**config.mk**
```make
export PLATFORM = sky130hd
export DESIGN_NAME = rr_grant_arbiter
export DESIGN_NICKNAME = d
export VERILOG_FILES = /design/src/rtl/arb_pkg.sv /design/src/rtl/rr_pick.sv /design/src/rtl/rr_grant_arbiter.sv
export SDC_FILE = /design/constraint.sdc
export NUM_CORES = 1
export LEC_CHECK = 0
export ABC_AREA = 1
export CORE_ASPECT_RATIO = 0.6
export CORE_MARGIN = 4
export CORE_UTILIZATION = 45
export DETAILED_ROUTE_END_ITERATION = 8
export DONT_BUFFER_PORTS = 1
export MAX_ROUTING_LAYER = met4
export SYNTH_ARGS = -nofsm -noshare
export SYNTH_HDL_FRONTEND = slang
export SYNTH_SLANG_ARGS = --single-unit
```
**constraint.sdc**
```tcl
create_clock -name clk -period 1.5 [get_ports clk]
set_clock_uncertainty 0.05 [all_clocks]
set_input_delay 0.3 -clock clk [delete_from_list [all_inputs] [get_ports clk]]
set_output_delay 0.3 -clock clk [all_outputs]
set_load 0.05 [all_outputs]
```
**src/rtl/arb_pkg.sv**
```systemverilog
// Shared types and defaults for the round-robin grant arbiter.
package arb_pkg;

  localparam int ARB_N        = 8;
  localparam int ARB_IDW      = 3;
  localparam int ARB_MAX_HOLD = 16;

  typedef enum logic [1:0] {
    IDLE = 2'd0,
    BUSY = 2'd1,
    GAP  = 2'd2
  } arb_state_e;

  // Index of the set bit in a one-hot vector (highest set bit if several).
  // The input is 32 bits wide, so this supports up to 32 requesters.
  function automatic int unsigned onehot_to_idx(input logic [31:0] oh);
    int unsigned idx;
    idx = 0;
    for (int i = 0; i < 32; i++) begin
      if (oh[i]) idx = unsigned'(i);
    end
    return idx;
  endfunction

endpackage

```
**src/rtl/rr_pick.sv**
```systemverilog
// Rotating-priority winner selection: the first set request at or above ptr,
// otherwise the first set request from bit 0. Purely combinational.
module rr_pick
  import arb_pkg::*;
#(
  parameter int N   = ARB_N,
  parameter int IDW = ARB_IDW
) (
  input  logic [N-1:0]   req,
  input  logic [IDW-1:0] ptr,
  output logic           any,
  output logic [IDW-1:0] win_idx
);

  logic [N-1:0] mask;
  logic [N-1:0] masked;
  logic [N-1:0] pick_vec;
  logic [N-1:0] lowest;

  assign mask     = ~((N'(1) << ptr) - N'(1));
  assign masked   = req & mask;
  assign pick_vec = (|masked) ? masked : req;
  // Isolate the lowest set bit, then convert it to a binary index.
  assign lowest   = pick_vec & (~pick_vec + N'(1));
  assign win_idx  = IDW'(onehot_to_idx(32'(lowest)));
  assign any      = |req;

endmodule

```
**src/rtl/rr_grant_arbiter.sv**
```systemverilog
// Round-robin arbiter: registers a one-hot grant plus index for one owner,
// held until done, request drop, disable or MAX_HOLD expiry, followed by a
// one-cycle turnaround gap.
//
//  state | meaning
//  IDLE  | no owner; grant to rotating-priority winner when en && |req
//  BUSY  | owner holds gnt; hold_cnt counts cycles held from 1
//  GAP   | one-cycle resource turnaround after a release
module rr_grant_arbiter
  import arb_pkg::*;
#(
  parameter int N        = ARB_N,
  parameter int IDW      = ARB_IDW,
  parameter int MAX_HOLD = ARB_MAX_HOLD
) (
  input  logic           clk,
  input  logic           rst_n,
  input  logic           en,
  input  logic [N-1:0]   req,
  input  logic           done,
  output logic [N-1:0]   gnt,
  output logic [IDW-1:0] gnt_id,
  output logic           gnt_vld,
  output logic           timeout
);

  localparam int HCW = $clog2(MAX_HOLD + 1);

  arb_state_e     state, state_nxt;
  logic [IDW-1:0] ptr, ptr_nxt;
  logic [HCW-1:0] hold_cnt, hold_cnt_nxt;
  logic [N-1:0]   gnt_nxt;
  logic [IDW-1:0] gnt_id_nxt;
  logic           gnt_vld_nxt;
  logic           timeout_nxt;
  logic           pick_any;
  logic [IDW-1:0] pick_idx;
  logic           hold_max;
  logic           release_now;

  rr_pick #(.N(N), .IDW(IDW)) u_pick (
    .req     (req),
    .ptr     (ptr),
    .any     (pick_any),
    .win_idx (pick_idx)
  );

  assign hold_max    = (hold_cnt == HCW'(MAX_HOLD));
  // Any release cause collapses into a single release.
  assign release_now = done || !req[gnt_id] || !en || hold_max;

  // State register.
  always_ff @(posedge clk or negedge rst_n) begin
    if (!rst_n) state <= IDLE;
    else        state <= state_nxt;
  end

  // Next-state decode.
  always_comb begin
    state_nxt = state;
    case (state)
      IDLE:    if (en && pick_any) state_nxt = BUSY;
      BUSY:    if (release_now)    state_nxt = GAP;
      GAP:     state_nxt = IDLE;
      default: state_nxt = IDLE;
    endcase
  end

  // Next values of the grant outputs, rotation pointer and hold counter.
  always_comb begin
    gnt_nxt      = gnt;
    gnt_id_nxt   = gnt_id;
    gnt_vld_nxt  = gnt_vld;
    timeout_nxt  = 1'b0;
    ptr_nxt      = ptr;
    hold_cnt_nxt = hold_cnt;
    case (state)
      IDLE: begin
        if (en && pick_any) begin
          gnt_nxt      = N'(1) << pick_idx;
          gnt_id_nxt   = pick_idx;
          gnt_vld_nxt  = 1'b1;
          hold_cnt_nxt = HCW'(1);
        end
      end
      BUSY: begin
        if (release_now) begin
          gnt_nxt      = '0;
          gnt_vld_nxt  = 1'b0;
          timeout_nxt  = hold_max;
          ptr_nxt      = (gnt_id == IDW'(N - 1)) ? '0 : gnt_id + 1'b1;
          hold_cnt_nxt = '0;
        end else begin
          hold_cnt_nxt = hold_cnt + 1'b1;
        end
      end
      default: begin
        gnt_nxt     = '0;
        gnt_vld_nxt = 1'b0;
      end
    endcase
  end

  // Output, pointer and counter registers.
  always_ff @(posedge clk or negedge rst_n) begin
    if (!rst_n) begin
      gnt      <= '0;
      gnt_id   <= '0;
      gnt_vld  <= 1'b0;
      timeout  <= 1'b0;
      ptr      <= '0;
      hold_cnt <= '0;
    end else begin
      gnt      <= gnt_nxt;
      gnt_id   <= gnt_id_nxt;
      gnt_vld  <= gnt_vld_nxt;
      timeout  <= timeout_nxt;
      ptr      <= ptr_nxt;
      hold_cnt <= hold_cnt_nxt;
    end
  end

endmodule
```
==> After elaboration in Yosys (flattened, before gate mapping) <==
Cells that the tools add are included.
{ "op_classes": {"shifts": 2, "muxes": 25, "n_bitwise": 4, "eq_ne": 5, "addsub": 4, "n_lt_le_gt_ge": 1, "reduce_logical": 14} }
{ "ops": {"columns": ["cell", "count"], "rows": [
  ["2-to-1 mux 8 bit", 3],
  ["AND 8 bit", 2],
  ["NOT 8 bit", 2],
  ["one-hot mux 8 bit (2 select lines)", 1],
  ["OR reduction 8 bit", 2],
  ["<< shifter 1 x 3 -> 8 bit, first input constant", 2],
  ["2-to-1 mux 3 bit", 5],
  ["2-to-1 mux 5 bit", 2],
  ["one-hot mux 5 bit (2 select lines)", 1],
  ["adder 8 x 1 -> 8 bit, second input constant", 1],
  ["2-to-1 mux 2 bit", 4],
  ["AND reduction 2 bit", 4],
  ["subtractor 8 x 2 -> 8 bit, second input constant", 1],
  ["2-to-1 mux 1 bit", 6],
  ["adder 5 x 1 -> 5 bit, second input constant", 1],
  ["equality test 5 bit, second input constant", 1],
  ["< comparator 3 x 4 -> 1 bit, second input constant", 1],
  ["!= test 2 bit, second input constant", 2],
  ["one-hot mux 2 bit (2 select lines)", 1],
  ["adder 3 x 1 -> 3 bit, second input constant", 1],
  ["binary-select mux 1 bit (select 3 bit)", 1],
  ["equality test 3 bit, second input constant", 1],
  ["logical OR 1 bit", 3],
  ["equality test 2 x 1 -> 1 bit, second input constant", 1],
  ["5 further kinds", 6]
]} }
{ "totals": {"ff_bits": 23, "input_bits": 12} }

==> Longest topological paths before layout <==
Gate-level depths: netlist (run 1).
{ "logic_depth": {"word_depth": 19, "ltp_mapped": 16, "ltp_nobuf": 16} }

==> Modules after synthesis <==
Synthesis (run 1) repeated with hierarchy kept, for this count alone.
{ "hier_totals": {"hier_cells": 216, "area_unflattened_um2": 1594.0} }
{ "by_module_without_submodules": {"columns": ["mod", "n_inst", "cells_each", "area_per_inst_um2", "seq_area_each_um2"], "rows": [
  ["rr_grant_arbiter", 1, 148, 1217.4, 550.5],
  ["rr_pick", 1, 68, 376.6, 0.0]
]} }

==> Least setup slack after synthesis (run 1) <==
No wires, ideal clock.
{ "synth_timing": {"path_type": "register -> register", "startpoint": "register gnt_id[0]", "endpoint": "register gnt[4]", "path_stages_with_launch": 13, "path_slack_ns": -0.504, "setup_time_ns": 0.092, "arrival_time_ns": 1.862, "period_less_slack_ns": 2.004, "cell_sequence": "dfrtp_1 buf_2 a21oi_1 o21ai_0 nand2_1 a21oi_1 nand2_1 nor2_2 a21oi_1 inv_2 buf_6 nand2_1 o31ai_2"} }
{ "synth_between": {"elab_chain_cells": 8} }
{ "synth_rtl": {"columns": ["item", "line", "source"], "rows": [
  ["start: declaration", "rr_grant_arbiter.sv:22", "output logic [IDW-1:0] gnt_id,"],
  ["start signal: assignment", "rr_grant_arbiter.sv:115", "gnt_id <= gnt_id_nxt;"],
  ["binary-select mux 1 bit (select 3 bit)", "rr_grant_arbiter.sv:50", "assign release_now = done || !req[gnt_id] || !en || hold_max;"],
  ["2-to-1 mux 1 bit (not written as such)", "rr_grant_arbiter.sv:50", null],
  ["zero test 1 bit", "rr_grant_arbiter.sv:50", null],
  ["logical OR 1 bit (3 in series)", "rr_grant_arbiter.sv:50", null],
  ["!= test 2 bit (no line)", null, null],
  ["AND reduction 2 bit (no line)", null, null],
  ["end signal: assignment", "rr_grant_arbiter.sv:114", "gnt <= gnt_nxt;"],
  ["end: declaration", "rr_grant_arbiter.sv:21", "output logic [N-1:0] gnt,"]
]} }
No other way between the ends. The select of a mux whose other input is x is not followed.
A chain may end at the register's enable or synchronous reset.

==> Final worst setup path (run 1) <==
{ "layout_timing": {"startpoint": "register ptr[0]", "endpoint": "register gnt[0]"} }
{ "layout_between": {"elab_chain_cells": 19} }
{ "layout_rtl": {"columns": ["item", "line", "source"], "rows": [
  ["start: declaration", "rr_grant_arbiter.sv:30", "logic [IDW-1:0] ptr, ptr_nxt;"],
  ["start signal: assignment", "rr_grant_arbiter.sv:118", "ptr <= ptr_nxt;"],
  ["<< shifter 1 x 3 -> 8 bit *", "rr_pick.sv:20", "assign mask = ~((N'(1) << ptr) - N'(1));"],
  ["subtractor 8 x 2 -> 8 bit *", "rr_pick.sv:20", null],
  ["NOT 8 bit *", "rr_pick.sv:20", null],
  ["AND 8 bit *", "rr_pick.sv:21", "assign masked = req & mask;"],
  ["OR reduction 8 bit", "rr_pick.sv:22", "assign pick_vec = (|masked) ? masked : req;"],
  ["2-to-1 mux 8 bit *", "rr_pick.sv:22", null],
  ["NOT 8 bit", "rr_pick.sv:24", "assign lowest = pick_vec & (~pick_vec + N'(1));"],
  ["adder 8 x 1 -> 8 bit", "rr_pick.sv:24", null],
  ["AND 8 bit *", "rr_pick.sv:24", null],
  ["2-to-1 mux 1 bit", "arb_pkg.sv:20", "if (oh[i]) idx = unsigned'(i);"],
  ["2-to-1 mux 2 bit (2 in series)", "arb_pkg.sv:20", null],
  ["2-to-1 mux 3 bit (3 in series)", "arb_pkg.sv:20", null],
  ["2-to-1 mux 3 bit *", "arb_pkg.sv:20", null],
  ["<< shifter 1 x 3 -> 8 bit *", "rr_grant_arbiter.sv:80", "gnt_nxt = N'(1) << pick_idx;"],
  ["2-to-1 mux 8 bit *", "rr_grant_arbiter.sv:79", "if (en && pick_any) begin"],
  ["one-hot mux 8 bit (2 select lines) *", "rr_grant_arbiter.sv:77", "case (state)"]
]} }
Every way passes the cells marked *; elsewhere a longest branch is shown, timed or not. The select of a mux whose other input is x is not followed.

==> results of run 1 <==
[cells in the mapped netlist]
cell type  instances  area share
nand2_1           57        0.15
dfrtp_1           22        0.39
inv_1             22       0.059
nand3_1           16       0.057
o21ai_0           11       0.039
nor2_1            10       0.027
a21oi_1            9       0.032
nor2_4             6       0.048
nand2_2            5       0.022
ha_1               4       0.036
o21ai_1            4       0.014
o21ai_2            4       0.025
nand4_1            3       0.013
xor2_1             3       0.019
inv_2              2      0.0053
nand3_2            2       0.014
nor2_2             2      0.0089
a31oi_1            1      0.0044
buf_2              1      0.0036
buf_6              1      0.0080
clkinv_1           1      0.0027
nand3b_1           1      0.0053
o31ai_1            1      0.0053
o31ai_2            1      0.0089
[registers in the layout, indices dropped and copies added, names as in the netlist]
register,flops
gnt,8
gnt_id,3
gnt_vld,1
hold_cnt,5
ptr,3
state,1
timeout,1
[where the power goes]
group | leakage, nW | internal (mW) | switching [mW] | total (mW)
logic | 0.793 | 1.42 | 1.80 | 3.22
clock network | 0.0228 | 0.190 | 0.202 | 0.392
registers | 0.284 | 0.796 | 0.505 | 1.30
total | 1.10 | 2.41 | 2.50 | 4.91
[worst min-delay path by stage]
stage	to	slack [ns]	startpoint
2_1_floorplan	gnt[0]$_DFFE_PN0P_	-0.05	rst_n
3_3_place_gp	ptr[0]$_DFFE_PN0P_	-0.05	rst_n
3_5_place_dp	ptr[0]$_DFFE_PN0P_	-0.04	rst_n
4_1_cts	gnt[6]$_DFFE_PN0P_	0.30	req[6]
5_1_grt	gnt[6]$_DFFE_PN0P_	0.29	req[6]
6_report	ptr[0]$_DFFE_PN0P_	0.22	rst_n
[worst max-delay path: cells and delay by family (launching register included)]
| kind | cells | cell delay [ns] |
|---|---|---|
| buf+inv | 2 | 0.15 |
| flops | 1 | 0.44 |
| simple gates | 12 | 1.19 |
[final cells by class]
| cell class | count | area, um2 | share of cell area |
|---|---|---|---|
| Tap cell | 42 | 52.6 | 0.0219 |
| Clock buffer | 4 | 45.0 | 0.0188 |
| Timing Repair Buffer | 54 | 499 | 0.208 |
| Multi-Input combinational cell | 140 | 1110 | 0.464 |
| Timing Repair inverter | 1 | 7.51 | 0.00313 |
| Sequential cell | 22 | 558 | 0.233 |
| Antenna cell | 1 | 2.50 | 0.00104 |
| Inverter | 25 | 120 | 0.0501 |
[cells by family (layout without fill, tap and decap cells)]
group,count (synthesis),after routing
XOR/XNOR,3,3
other,0,1
AO/OA/AOI/OAI,31,31
buffers and inverters,27,84
AND/OR/NAND/NOR,102,102
adder cells (fa/ha/maj),4,4
flip-flops,22,22
[metal layers]
metal / up-vias / GRT usage / routed length [um]
li1: 727 / - / -
met3: 11 / 0.0581 / 232
met2: 37 / 0.383 / 2550
met4: 0 / 0.0758 / 114
met5: - / - / 0
met1: 777 / 0.298 / 2260
[through the flow]
step           hold slack, ns  power (mW)  instances  setup TNS (ns)
2_1_floorplan         -0.0456        2.45        189           -2.59
3_3_place_gp          -0.0450        3.06        261           -2.55
3_5_place_dp          -0.0450        3.09        261           -2.86
4_1_cts                 0.303        4.12        281           -3.01
5_1_grt                 0.286        5.15        289           -8.37
6_report                0.216        4.91        289           -6.32
[what timing repair did]
| item | CTS | global route |
|---|---|---|
| buffers inserted | 15 | 12 |
| hold buffers | 1 | 0 |
| hold endpoints to repair | 22 | 0 |
| pin swaps | 32 | 29 |
| endpoints found under the setup margin | 16 | 42 |
| cloned | 1 | 0 |
| resized for setup | 54 | 71 |
==> impl_metrics.csv, run 1 <==
group,metric,value,unit
sta,finalHoldViolations,0,
floorplan,initial_core_util,0.481,
setup_path,cpPeakStageDelay,0.44,ns
sta,slew_headroom,0.324,
yosys,synthCells,189,
place,dp_hpwl,2840,um
setup_path,cp_slowest_cell,"dfrtp_2",
routing,drtPass1Iterations,4,
setup_path,r2r-end,"gnt[0]$_DFFE_PN0P_",
final_layout,final_cell_mix,"buf_4, nand2_1, nand2_2",
final_layout,drive_gt1_frac,0.622,
clock_tree,clkLatencyLatePin,0.27,ns
yosys,syn_nets,205,
clock_tree,htree_num_levels,1,
clock_tree,clockBufferDepth,2,
global_routing,track_usage,0.239,
setup_path,crit_path_start_kind,"flip-flop",
yosys,synth_compound_gate_area_share,0.129,
place,dpl_cell_area,1710,um2
floorplan,die_y,51.3,um
sta,rsz0062_at_grt,"true",
final_layout,fin_util,0.818,
sta,worst_slack,-0.461,ns
setup_path,cp_max_fo,5,
routing,vias,1552,
yosys,yosysSeqAreaShare,0.391,
pwr,ir_worst_vdd,1.24,mV
place,post-place-ws,-0.315,ns
setup_path,cp-end-kind,"flip-flop",
setup_path,r2r_cells,14,
yosys,yosys.area_share.simple,0.348,
global_routing,first_global_vias,1502,
final_layout,final_common_cell,"buf_4",
floorplan,die_w,80.2,um
pwr,cellLeakagePower,1.10,nW
clock_tree,clock-root-buffer,"clkbuf_8",
setup_path,rrSetupSlack,-0.46,ns
setup_path,crit_end,"gnt[0]$_DFFE_PN0P_",
routing,wl_per_cell,17.9,um
setup_path,arrival,2.05,ns
outcome,violations,"setup timing",
place,port_buffers,0,
setup_path,criticalPathCategory,"reg2reg",
place,gp_congestion,0.900,
routing,viasPerCell,5.37,
floorplan,rows,15,
clock_tree,cts_buffers,3,
sta,drv_slew,0,
setup_path,timing.critical_path.from,"ptr[0]$_DFFE_PN0P_",
sta,finalSetupViolations,22,
final_layout,syn2layout_area_growth,70.2,%
routing,drt_wl_total,5160,um
yosys,yosysWarnings,0,
routing,drt-initial-drc-count,91,
sta,tightestPinTransition,1.01,ns
routing,drc_errors,0,
sta,fin_crit,1.96,ns
run,maxCapViolCount,0,
yosys,synth_xor_area_frac,0.0187,
clock_tree,cts.sinks,22,
setup_path,path_cells,"nand2_1 -> nand3_2 -> nand2_2 -> nor2_4 -> nand3_2 -> nand2_2 -> buf_4 -> inv_1 -> nand2_1 -> nand2_1 -> nand2_2 -> nand2_2 -> nand4_1 -> nand2_1",
setup_path,crit_required,1.59,ns
setup_path,r2r_start,"ptr[0]$_DFFE_PN0P_",
yosys,synth.distinct_cells,24,
floorplan,io_pins,25,
floorplan,dieArea,4120,um2
global_routing,grt_max_degree,23,
sta,fin_crit_sh,1.31,
final_layout,layout.nets,263,
outcome,status,"finished with violations",
yosys,syn_avg_cell_area,7.45,um2
clock_tree,clkTransAtPathRegs,0.08,ns
final_layout,nFillCells,171,
yosys,syn-cell-area,1410,um2
clock_tree,cts_tree,"done",
routing,ant_nets,0,
yosys,synthAdderAreaFrac,0.0356,
global_routing,antenna_found_initial,1,
final_layout,design_area,2400,um2
worst_hold_path,hold_class,"in2async",
yosys,synth_top_family_by_area,"simple AND/OR/NAND/NOR gates",
yosys,muxShareOfSynthArea,0,
floorplan,coreArea,2930,um2
sta,fmax,510,MHz
global_routing,grt_pass1_wl,7220,um
yosys,ys_ff_latch,22,
pwr,p_per_area,2050,nW/um2
global_routing,grt-ovfl-total,0,
(Power assumes the default switching activity.)
==> run 2, diff against run 1 <==
CAP_MARGIN = 20   (was default)
GPL_TIMING_DRIVEN = 1   (was default)
==> impl_metrics.csv, run 2 (synthesis results as in run 1) <==
group,metric,value,unit
clock_tree,cts_tree,"done",
setup_path,cp_slowest_cell,"dfrtp_2",
floorplan,initial_core_util,0.481,
clock_tree,clkTransAtPathRegs,0.09,ns
global_routing,track_usage,0.239,
setup_path,arrival,2.10,ns
outcome,status,"finished with violations",
routing,ant_nets,0,
final_layout,syn2layout_area_growth,68.5,%
clock_tree,clkLatencyLatePin,0.28,ns
routing,drt-initial-drc-count,156,
floorplan,die_w,80.2,um
clock_tree,clock-root-buffer,"clkbuf_8",
place,place_inst,261,
clock_tree,cts.sinks,22,
routing,vias,1589,
setup_path,cp-end-kind,"flip-flop",
final_layout,largest_reg_flops,8,
sta,fin_crit_sh,1.33,
place,port_buffers,0,
routing,highest_layer,"met4",
pwr,cellLeakagePower,1.08,nW
global_routing,grt-ovfl-total,0,
setup_path,crit_required,1.60,ns
pwr,ir_worst_vdd,1.21,mV
sta,fmax,500,MHz
global_routing,grt_pass1_wl,7220,um
sta,fin_hold_ws,0.261,ns
routing,wl_per_cell,17.5,um
place,dp_hpwl,2840,um
routing,viasPerCell,5.48,
setup_path,path_cells,"nor2_2 -> nand2_1 -> nand2_2 -> nor2_4 -> nand3_2 -> nand2_2 -> nor2_4 -> buf_12 -> nand3_2 -> nand2_2 -> nand2_2 -> nand4_1 -> nand2_1",
global_routing,antenna_found_initial,1,
floorplan,io_pins,25,
floorplan,dieArea,4120,um2
floorplan,rows,15,
sta,slew_headroom,0.670,
setup_path,cp_max_fo,5,
outcome,violations,"setup timing",
final_layout,final_common_cell,"buf_4",
final_layout,instances_no_fill,290,
floorplan,die_y,51.3,um
clock_tree,cts_buffers,3,
sta,finalHoldViolations,0,
sta,finalSetupViolations,22,
setup_path,cpPeakStageDelay,0.48,ns
global_routing,first_global_vias,1502,
final_layout,layout.nets,264,
final_layout,top_regs,"gnt (8), hold_cnt (5)",
sta,tightestPinTransition,0.495,ns
final_layout,nFillCells,177,
setup_path,crit_path_start_kind,"flip-flop",
clock_tree,clockBufferDepth,2,
final_layout,largest-register,"gnt",
global_routing,grt_max_degree,23,
final_layout,drive_gt1_frac,0.603,
setup_path,worst-path-buf-inv,1,
final_layout,final_cell_mix,"buf_4, nand2_1, nand2_2",
clock_tree,htree_num_levels,1,
routing,route.met2.wl,2400,um
setup_path,cpMostUsedCell,"nand2_2",
sta,drv_slew,0,
routing,wl_met1,2160,um
routing,drc_errors,0,
sta,fin_crit,2.00,ns
sta,worst_slack,-0.501,ns
setup_path,crit_family,"simple AND/OR/NAND/NOR gates",
place,gp_congestion,0.900,
place,dpl_cell_area,1710,um2
routing,met3_length,393,um
final_layout,design_area,2370,um2
floorplan,coreArea,2930,um2
pwr,p_per_area,2010,nW/um2
routing,drtPass1Iterations,4,
routing,drt_wl_total,5070,um
run,maxCapViolCount,0,
worst_hold_path,hold_class,"in2async",
setup_path,criticalPathCategory,"reg2reg",
sta,rsz0062_at_grt,"true",
pwr,design_power_total,4.77,mW
[run 2: cell count changes in the layout (fill, tap and decap cells not counted), sizes merged]
cell,delta
dlygate4sd3,+1
buf,+1
clkinv,-1
inv,+1
dlymetal6s4s,-1
[run 2: per-layer routing]
layer,GRT usage,up-vias
li1,-,726
met1,0.298,784
met2,0.383,67
met3,0.0581,12
met4,0.0758,0
met5,-,-
[run 2: worst register-to-register path, stage by stage, from the launching register on]
cell and delay, ns:
dfrtp_2 0.48, nor2_2 0.14, nand2_1 0.12, nand2_2 0.12, nor2_4 0.07, nand3_2 0.09
nand2_2 0.08, nor2_4 0.19, buf_12 0.14, nand3_2 0.07, nand2_2 0.08, nand2_2 0.06
nand4_1 0.12, nand2_1 0.08
[run 2: area by class of cell]
type                            instances  area, um2  share of cell area
Inverter                               25        113              0.0475
Timing Repair Buffer                   55        517               0.218
Tap cell                               42       52.6              0.0222
Sequential cell                        22        558               0.235
Multi-Input combinational cell        140       1080               0.454
Timing Repair inverter                  1       7.51             0.00316
Antenna cell                            1       2.50             0.00105
Clock buffer                            4       45.0              0.0190
[run 2: through the flow]
step	setup slack, ns	utilization	setup TNS [ns]
after global routing	-0.561	0.810	-7.09
after global placement	-0.255	0.585	-2.55
after detailed placement	-0.315	0.585	-2.86
after CTS	-0.323	0.709	-3.01
after floorplan	-0.270	-	-2.59
final	-0.501	0.810	-5.55
[run 2: path summary, 6_finish.rpt]
path / slack, ns / startpoint / depth (start not counted) / endpoint
min: 0.26 / rst_n / 1 / ptr[0]$_DFFE_PN0P_
max reg2reg: -0.50 / ptr[2]$_DFFE_PN0P_ / 13 / gnt[0]$_DFFE_PN0P_
min reg2reg: 0.60 / hold_cnt[4]$_DFFE_PN0P_ / 3 / hold_cnt[4]$_DFFE_PN0P_
min in group clk: 0.28 / req[6] / 4 / gnt[6]$_DFFE_PN0P_
max: -0.50 / ptr[2]$_DFFE_PN0P_ / 13 / gnt[0]$_DFFE_PN0P_
max in group asynchronous: 0.75 / rst_n / 2 / gnt[1]$_DFFE_PN0P_
[run 2: where the power goes]
part	total [mW]	internal, mW	leakage [nW]	switching (mW)
registers	1.30	0.796	0.284	0.504
logic	3.08	1.36	0.772	1.72
clock network	0.394	0.190	0.0228	0.204
total	4.77	2.34	1.08	2.43
[run 2: what timing repair did]
item                                    4_1_cts  5_1_grt
endpoints found under the setup margin       16       21
hold endpoints to repair                     22        0
resized for setup                            54       57
cloned                                        1        0
pin swaps                                    32       32
buffers inserted                             15       11
hold buffers                                  1        0
==> run 3, diff against run 2 <==
CORE_ASPECT_RATIO = 1.5   (was 0.6)
SYNTH_HIERARCHICAL = 1   (was default)
clock period = 2.5 ns   (was 1.5 ns; I/O delays follow)
==> impl_metrics.csv, run 3 <==
group,metric,value,unit
setup_path,criticalPathCategory,"reg2reg",
global_routing,grt-ovfl-total,0,
setup_path,timing.critical_path.from,"ptr[0]$_DFFE_PN0P_",
floorplan,dieArea,4580,um2
yosys,netlist.area_leader.share,0.345,
yosys,yosysMostFrequentCell,"nand2_1",
worst_hold_path,hold_class,"reg2reg",
routing,drc_errors,0,
clock_tree,clkLatencyLatePin,0.26,ns
pwr,p_comb_frac,0.477,
global_routing,first_global_vias,1431,
yosys,synthTopCellsByArea,"dfrtp_1, nand2_1, nand3_1",
place,gp_congestion,0.843,
sta,drv_slew,0,
setup_path,r2r-end,"gnt[1]$_DFFE_PN0P_",
yosys,synth.distinct_cells,25,
clock_tree,cts_setup_buffers,0,
sta,finalSetupViolations,0,
pwr,p_sw_frac,0.546,
floorplan,die_w,56.6,um
pwr,switchingPower,1.03,mW
global_routing,track_usage,0.173,
setup_path,r2r_cells,16,
global_routing,antenna_found_initial,0,
sta,rsz0062_at_grt,"false",
yosys,synth_flop_cell,"dfrtp_1",
yosys,ys_top_cells_by_count,"nand2_1, nand3_1, dfrtp_1",
routing,vias,1367,
sta,worst_slack,0.401,ns
global_routing,grt_pass1_wl,6050,um
final_layout,top_regs,"gnt (8), hold_cnt (5)",
final_layout,instances_no_fill,263,
place,dp_hpwl,2830,um
sta,finalHoldViolations,0,
yosys,syn-cell-area,1590,um2
yosys,ys_ff_latch,22,
global_routing,grt_max_degree,23,
clock_tree,htree_num_levels,1,
routing,viasPerCell,5.20,
setup_path,rrSetupSlack,0.40,ns
setup_path,crit_path_start_kind,"flip-flop",
final_layout,largest-register,"gnt",
yosys,synth_edf_count,0,
pwr,ir_worst_vdd,0.519,mV
sta,slew_headroom,0.576,
place,place_inst,258,
clock_tree,cts_tree,"done",
clock_tree,cts.sinks,22,
setup_path,cp-end-kind,"flip-flop",
setup_path,r2r_start,"ptr[0]$_DFFE_PN0P_",
yosys,synthCells,216,
clock_tree,clock-root-buffer,"clkbuf_8",
yosys,synth_area_leader_cell,"dfrtp_1",
place,port_buffers,0,
setup_path,crit_required,2.61,ns
pwr,pwr-share-seq,0.407,
yosys,syn_avg_cell_area,7.38,um2
yosys,yosysWarnings,6,
final_layout,diodes,0,
final_layout,layout.nets,239,
floorplan,initial_core_util,0.467,
sta,tightestPinTransition,0.636,ns
pwr,design_power_total,1.88,mW
clock_tree,clkTransAtPathRegs,0.08,ns
pwr,power_frac_clock,0.116,
clock_tree,clockBufferDepth,2,
setup_path,cp_max_fo,7,
final_layout,drive_gt1_frac,0.226,
sta,fin_crit,2.10,ns
setup_path,arrival,2.21,ns
sta,fin_crit_sh,0.840,
final_layout,largest_reg_flops,8,
yosys,syn_nets,232,
floorplan,die_y,80.9,um
floorplan,rows,26,
yosys,ys_async_sr_fraction,1.00,
yosys,yosysSeqAreaShare,0.345,
floorplan,coreArea,3420,um2
sta,fmax,476,MHz
pwr,p_per_area,1100,nW/um2
worst_hold_path,hold_path_depth,2,
routing,wl_per_cell,13.3,um
final_layout,final_cell_mix,"nand2_1, nand3_1, dfrtp_1",
final_layout,final_common_cell,"nand2_1",
place,post-place-ws,0.392,ns
run,maxCapViolCount,0,
routing,drt-initial-drc-count,62,
routing,ant_nets,0,
floorplan,io_pins,25,
sta,setup_tns,0,ns
final_layout,syn2layout_area_growth,7.14,%
pwr,p_int,0.853,mW
worst_hold_path,min_from,"ptr[0]$_DFFE_PN0P_",
outcome,status,"finished, final reports clean",
clock_tree,cts_buffers,3,
pwr,cellLeakagePower,0.920,nW
worst_hold_path,min_to,"ptr[0]$_DFFE_PN0P_",
routing,drtPass1Iterations,5,
routing,drt_wl_total,3490,um
## run 3: cell count changes after synthesis, sizes merged
| cell | previous run | this run |
|---|---|---|
| a21oi | 9 | 0 |
| nand3 | 18 | 39 |
| o31ai | 2 | 0 |
| nand3b | 1 | 0 |
| nor2 | 18 | 22 |
| nor4 | 0 | 2 |
| and2 | 0 | 1 |
| nand2 | 62 | 83 |
| o21ai | 19 | 10 |
| nand4 | 3 | 2 |
## run 3: per-layer routing
layer	vias to the layer above	wire length, um	part of all wire	global-route usage
met5	-	0	0	-
met3	11	142	0.041	0.0238
met1	629	1430	0.41	0.177
met4	0	127	0.036	0.0926
met2	26	1780	0.51	0.316
li1	701	-	-	-
## run 3: final cells by class
| class | count | area [um2] |
|---|---|---|
| clock buffers | 3 | 41.3 |
| fillers | 369 | 1710 |
| inverters | 25 | 93.8 |
| multi-input cells | 167 | 933 |
| flip-flops and latches | 22 | 551 |
| well taps | 42 | 52.6 |
| repair buffers | 4 | 36.3 |
## run 3: metrics by stage
| stage | utilization | area [um2] | hold WS [ns] |
|---|---|---|---|
| after floorplan | - | 1590 | 0.154 |
| after global routing | 0.500 | 1710 | 0.551 |
| final | 0.500 | 1710 | 0.521 |
| after CTS | 0.497 | 1700 | 0.533 |
| after global placement | 0.482 | 1650 | 0.155 |
| after detailed placement | 0.482 | 1650 | 0.155 |
## run 3: logic make-up (layout without fill, tap and decap cells)
logic type,count (synthesis),after routing,share of synthesized area
AOI/OAI and AO/OA,11,11,0.0416
xor gates and xnor gates,3,3,0.0165
adders and majority gates,4,4,0.0314
buffers and inverters,27,32,0.0691
DFF,22,22,0.345
and+or+nand+nor,149,149,0.496
## run 3: worst max path at each step
stage	cells past startpoint	end	slack, ns
2_1_floorplan	17	gnt[2]$_DFFE_PN0P_	0.70
3_3_place_gp	17	gnt[1]$_DFFE_PN0P_	0.38
3_5_place_dp	17	gnt[1]$_DFFE_PN0P_	0.39
4_1_cts	16	gnt[1]$_DFFE_PN0P_	0.43
5_1_grt	16	gnt[1]$_DFFE_PN0P_	0.22
6_report	16	gnt[1]$_DFFE_PN0P_	0.40
## run 3: worst max-delay path, stage by stage (launching register included)
cell     delay [ns]
dfrtp_1        0.43
nor2_1         0.24
nand2_1        0.12
nand2_2        0.10
nor2_4         0.06
nand3_2        0.07
nand2_1        0.08
inv_2          0.07
nand2_2        0.04
nor2_2         0.17
o21ai_1        0.09
nand2_1        0.08
inv_1          0.06
nand2_1        0.13
nor2_1         0.06
nand3_1        0.08
nand2_1        0.06
## run 3: timing repair
action,in CTS,in global routing
hold endpoints to repair,22,0
resized for setup,0,0
hold buffers,1,0
## run 3: power by group through the flow
stage,combinational [mW],sequential [mW],clock (mW)
floorplan,0.698,0.786,0
CTS,0.903,0.769,0.228
detailed placement,0.891,0.776,0
global placement,0.881,0.773,0
finish,0.897,0.766,0.218
global route,1.03,0.783,0.240
==> RTL change 1: new RTL, config.mk and constraints of run 2 <==
`ARB_MAX_HOLD`: 16 -> 8.
--- a/src/rtl/arb_pkg.sv
+++ b/src/rtl/arb_pkg.sv
@@ -4,5 +4,5 @@
   localparam int ARB_N        = 8;
   localparam int ARB_IDW      = 3;
-  localparam int ARB_MAX_HOLD = 16;
+  localparam int ARB_MAX_HOLD = 8;
 
   typedef enum logic [1:0] {
Formal check against the unedited RTL: not equivalent (Yosys sat finds a counterexample within 10 cycles, from zero or initial values and one cycle with rst_n low).
==> RTL change 1 against run 2 <==
The flow still finishes with violations (negative setup slack). Power shrank 7.2%. Largest cell class unchanged. Combinational power decreased by 10%. Critical endpoint is now gnt_id[0]$_DFFE_PN0P_. Highest routed layer unchanged. Critical path depth increased by 2. Wire length down 20%. Critical path type unchanged. Synthesized area fell by 4.1%. Final area down 13%. Utilization decreased by 9.3 points. Sequential cell count is 1 lower. Worst setup slack improved by 0.13 ns. Largest power group unchanged.
==> RTL change 1: results (changes against run 2) <==
[clock_tree]
clockBufferDepth=2  ; unchanged
clk_pin_slew_ns=0.08
insertion_delay_ns=0.26  ; -0.02 ns

[sta]
final.setup.worst_slack_ns=-0.375  ; +0.126 ns
hold_ws_ns=0.196  ; -0.0648 ns
finalSetupViolCount=20  ; -9.1%

[setup_path]
r2r_cells=15  ; +2
critPathArrivalTime_ns=1.98  ; -0.12 ns
reg2reg_to=gnt_id[0]$_DFFE_PN0P_
cp_slowest_stage_delay_ns=0.45  ; -0.03 ns

[yosys]
syn_inst=179  ; -5.3%
synth_compound_area_frac=0.152  ; +0.0231
synth_adder_area_share=0.0371  ; +0.00152
synthTopCellsByArea=dfrtp_1, nand2_1, inv_1, nand3_1, ha_1
yosysSeqAreaShare=0.389  ; -0.00186
synth_nets=195  ; -4.9%
netlist-cell-type-count=27  ; +13%
yosys-top-cells-count=nand2_1, inv_1, dfrtp_1

[route]
wl_met1_um=1730  ; -20%
met2WireLength_um=2020  ; -16%
vias=1418  ; -11%
drt_iter0_markers=68  ; -56%
route.met3.wl_um=241  ; -39%

[power]
irDropWorstVdd_mv=1.18  ; -2.6%
p_sw_mw=2.24  ; -7.5%
leakage_nw=1.01  ; -6.5%

[cells_and_area]
num-nets-final=250  ; -5.3%
fillers=204  ; +15%
stdcell_count=275  ; -5.2%
reg.largest.list=gnt x8, hold_cnt x4
num_antenna_cells=0  ; -1
layout-drive-gt1-share=0.532  ; -0.0711

[global_route]
grt_pass1_vias=1231  ; -18%
grt_max_degree=22  ; -4.3%
grtUsageTotal=0.193  ; -0.0451
grt_pass1_wl_um=5770  ; -20%
antenna_found_initial=0  ; -1

[status]
outcome=complete, but fails checks
violations=negative setup slack

[place]
port_buffers=0  ; unchanged
placed_area_sq_um=1660  ; -2.9%
gp_congestion=0.849  ; -5.6%
dp_hpwl_um=2610  ; -8.2%

RTL change 1: what timing repair did:
| action | CTS | global route |
|---|---|---|
| gates resized for setup | 28 | 28 |
| gates cloned | 0 | 1 |
| pin swaps | 18 | 25 |
| buffers inserted | 10 | 10 |
| hold buffers | 1 | 0 |
| endpoints found under the hold margin | 21 | 0 |
| endpoints found under the setup margin | 17 | 25 |
RTL change 1: how the worst max path moves through the flow:
| stage | slack, ns | endpoint |
|---|---|---|
| 3_5_place_dp | -0.26 | gnt_id[0]$_DFFE_PN0P_ |
| 5_1_grt | -0.50 | gnt_id[0]$_DFFE_PN0P_ |
| 2_1_floorplan | -0.18 | gnt[7]$_DFFE_PN0P_ |
| 4_1_cts | -0.26 | gnt_id[0]$_DFFE_PN0P_ |
| 3_3_place_gp | -0.22 | gnt_id[0]$_DFFE_PN0P_ |
| 6_report | -0.38 | gnt_id[0]$_DFFE_PN0P_ |
RTL change 1: worst register-to-register path: cells and delay by family, from the launching register on:
family | cells | cell delay [ns]
buffers and inverters | 2 | 0.11
AO/OA/AOI/OAI | 1 | 0.05
flip-flops | 1 | 0.45
AND/OR/NAND/NOR | 12 | 1.10
RTL change 1: final cells by class:
type                    count  share of cell area
clock buffers               3              0.0200
clock inverters             1             0.00243
inverters                  25              0.0474
multi-input cells         133               0.451
flip-flops and latches     21               0.259
well taps                  42              0.0255
repair buffers             50               0.196
RTL change 1: power by group through the flow:
| stage | clock (mW) | combinational, mW | sequential (mW) |
|---|---|---|---|
| 6_report | 0.378 | 2.76 | 1.28 |
| 5_1_grt | 0.419 | 2.99 | 1.31 |
| 4_1_cts | 0.389 | 2.29 | 1.27 |
| 3_5_place_dp | 0 | 1.97 | 1.25 |
| 3_3_place_gp | 0 | 1.92 | 1.24 |
| 2_1_floorplan | 0 | 1.15 | 1.39 |
RTL change 1: metrics by stage:
| step | setup TNS [ns] | setup WS (ns) | util |
|---|---|---|---|
| 2_1_floorplan | -1.37 | -0.176 | - |
| 3_3_place_gp | -1.76 | -0.222 | 0.579 |
| 3_5_place_dp | -2.39 | -0.256 | 0.579 |
| 4_1_cts | -2.26 | -0.264 | 0.655 |
| 5_1_grt | -5.08 | -0.499 | 0.718 |
| 6_report | -3.21 | -0.375 | 0.718 |
RTL change 1: kinds of logic after synthesis:
logic type,after synthesis
buffers and inverters,26
XOR/XNOR,2
flip-flops,21
AND/OR/NAND/NOR,95
adder cells (fa/ha/maj),4
AO/OA/AOI/OAI,31
RTL change 1: layer usage:
metal | vias up | global-route usage
met5 | - | -
met4 | 0 | 0.0407
met3 | 8 | 0.0609
met2 | 49 | 0.308
met1 | 669 | 0.244
li1 | 692 | -
==> RTL change 2: new RTL, flow settings as in run 2 <==
Made on the original files. Re-encode `arb_state_e` (3 states) as one-hot, 3 bits wide.
--- a/src/rtl/arb_pkg.sv
+++ b/src/rtl/arb_pkg.sv
@@ -6,8 +6,8 @@
   localparam int ARB_MAX_HOLD = 16;
 
-  typedef enum logic [1:0] {
-    IDLE = 2'd0,
-    BUSY = 2'd1,
-    GAP  = 2'd2
+  typedef enum logic [2:0] {
+    IDLE = 3'b001,
+    BUSY = 3'b010,
+    GAP  = 3'b100
   } arb_state_e;
 
Formal check against the unedited RTL: no difference found for any inputs over 10 cycles, from zero or initial values and one cycle with rst_n low; not proved beyond that.
==> RTL change 2 against run 2 <==
The run still ends with negative setup slack left. Die area up 6.2%. Sequential cell count grew 2. Cell count shrank 1.4%. Power decreased by 11%. Critical path depth rose by 1. Synthesized area up 7.1%. Final area down 7.0%. Wire length fell by 20%. Clock power fell by 5.6%. Worst setup slack improved by 0.21 ns. Critical endpoint unchanged.
==> RTL change 2: results (changes against run 2) <==
[status]
outcome=complete, but fails checks
violations=negative setup slack

[cells_and_area]
layout-drive-gt1-share=0.537  ; -0.0664
multi_input_area_sq_um=978  ; -9.2%
num-nets-final=261  ; -1.1%
num_antenna_cells=0  ; -1
clk_share=0.0204  ; +0.00143
seq_area_frac=0.276  ; +0.0404
fillers=216  ; +22%

[setup_path]
critPathArrivalTime_ns=1.90  ; -0.20 ns
r2r_cells=14  ; +1
cp_slowest_stage_delay_ns=0.46  ; -0.02 ns

[power]
irDropWorstVdd_mv=1.12  ; -7.3%
p_sw_mw=2.07  ; -15%
p_per_area_nw_per_um2=1930  ; -4.3%

[route]
drt_iter0_markers=65  ; -58%
route.met3.wl_um=240  ; -39%
vias=1401  ; -12%
wl_um=4070  ; -20%
post_drt_wl_per_cell_um=14.2  ; -19%

[place]
dp_hpwl_um=2850  ; +0.23%
placed_area_sq_um=1820  ; +6.5%

[yosys]
yosys-top-cells-count=nand2_1, inv_1, dfrtp_1
syn_inst=194  ; +2.6%
synth_nets=210  ; +2.4%
netlist-cell-type-count=31  ; +29%
yosysSeqAreaShare=0.399  ; +0.00806

[clock_tree]
insertion_delay_ns=0.26  ; -0.02 ns

[sta]
tns_ns=-2.62  ; +2.93 ns
final.setup.worst_slack_ns=-0.291  ; +0.210 ns
finalSetupViolCount=17  ; -23%

[global_route]
grt.met2_usage=0.311  ; -0.0721
use_met1=0.283  ; -0.0155
grt_use_met3=0.0447  ; -0.0134
grt_max_degree=25  ; +8.7%
antenna_found_initial=0  ; -1

[min_path]
hp-class=input pin to flip-flop

==> RTL change 2: power by group through the flow <==
stage | combinational (mW) | clock [mW] | sequential (mW)
6_report | 2.55 | 0.372 | 1.33
5_1_grt | 2.78 | 0.410 | 1.36
2_1_floorplan | 1.17 | 0 | 1.40
3_5_place_dp | 1.94 | 0 | 1.31
3_3_place_gp | 1.90 | 0 | 1.30
4_1_cts | 2.20 | 0.386 | 1.35
==> RTL change 2: kinds of logic after synthesis <==
group | Yosys count
compound gates | 29
xor+xnor | 3
fa+ha+maj | 4
buf+inv | 33
flops | 24
simple gates | 101
==> RTL change 2: what timing repair did <==
item                                   4_1_cts  5_1_grt
resized for setup                           41       22
pin swaps                                   21       10
setup endpoints to repair                   18       24
hold buffers                                 1        0
endpoints found under the hold margin       24        0
buffers inserted                             6        7
cloned                                       0        1
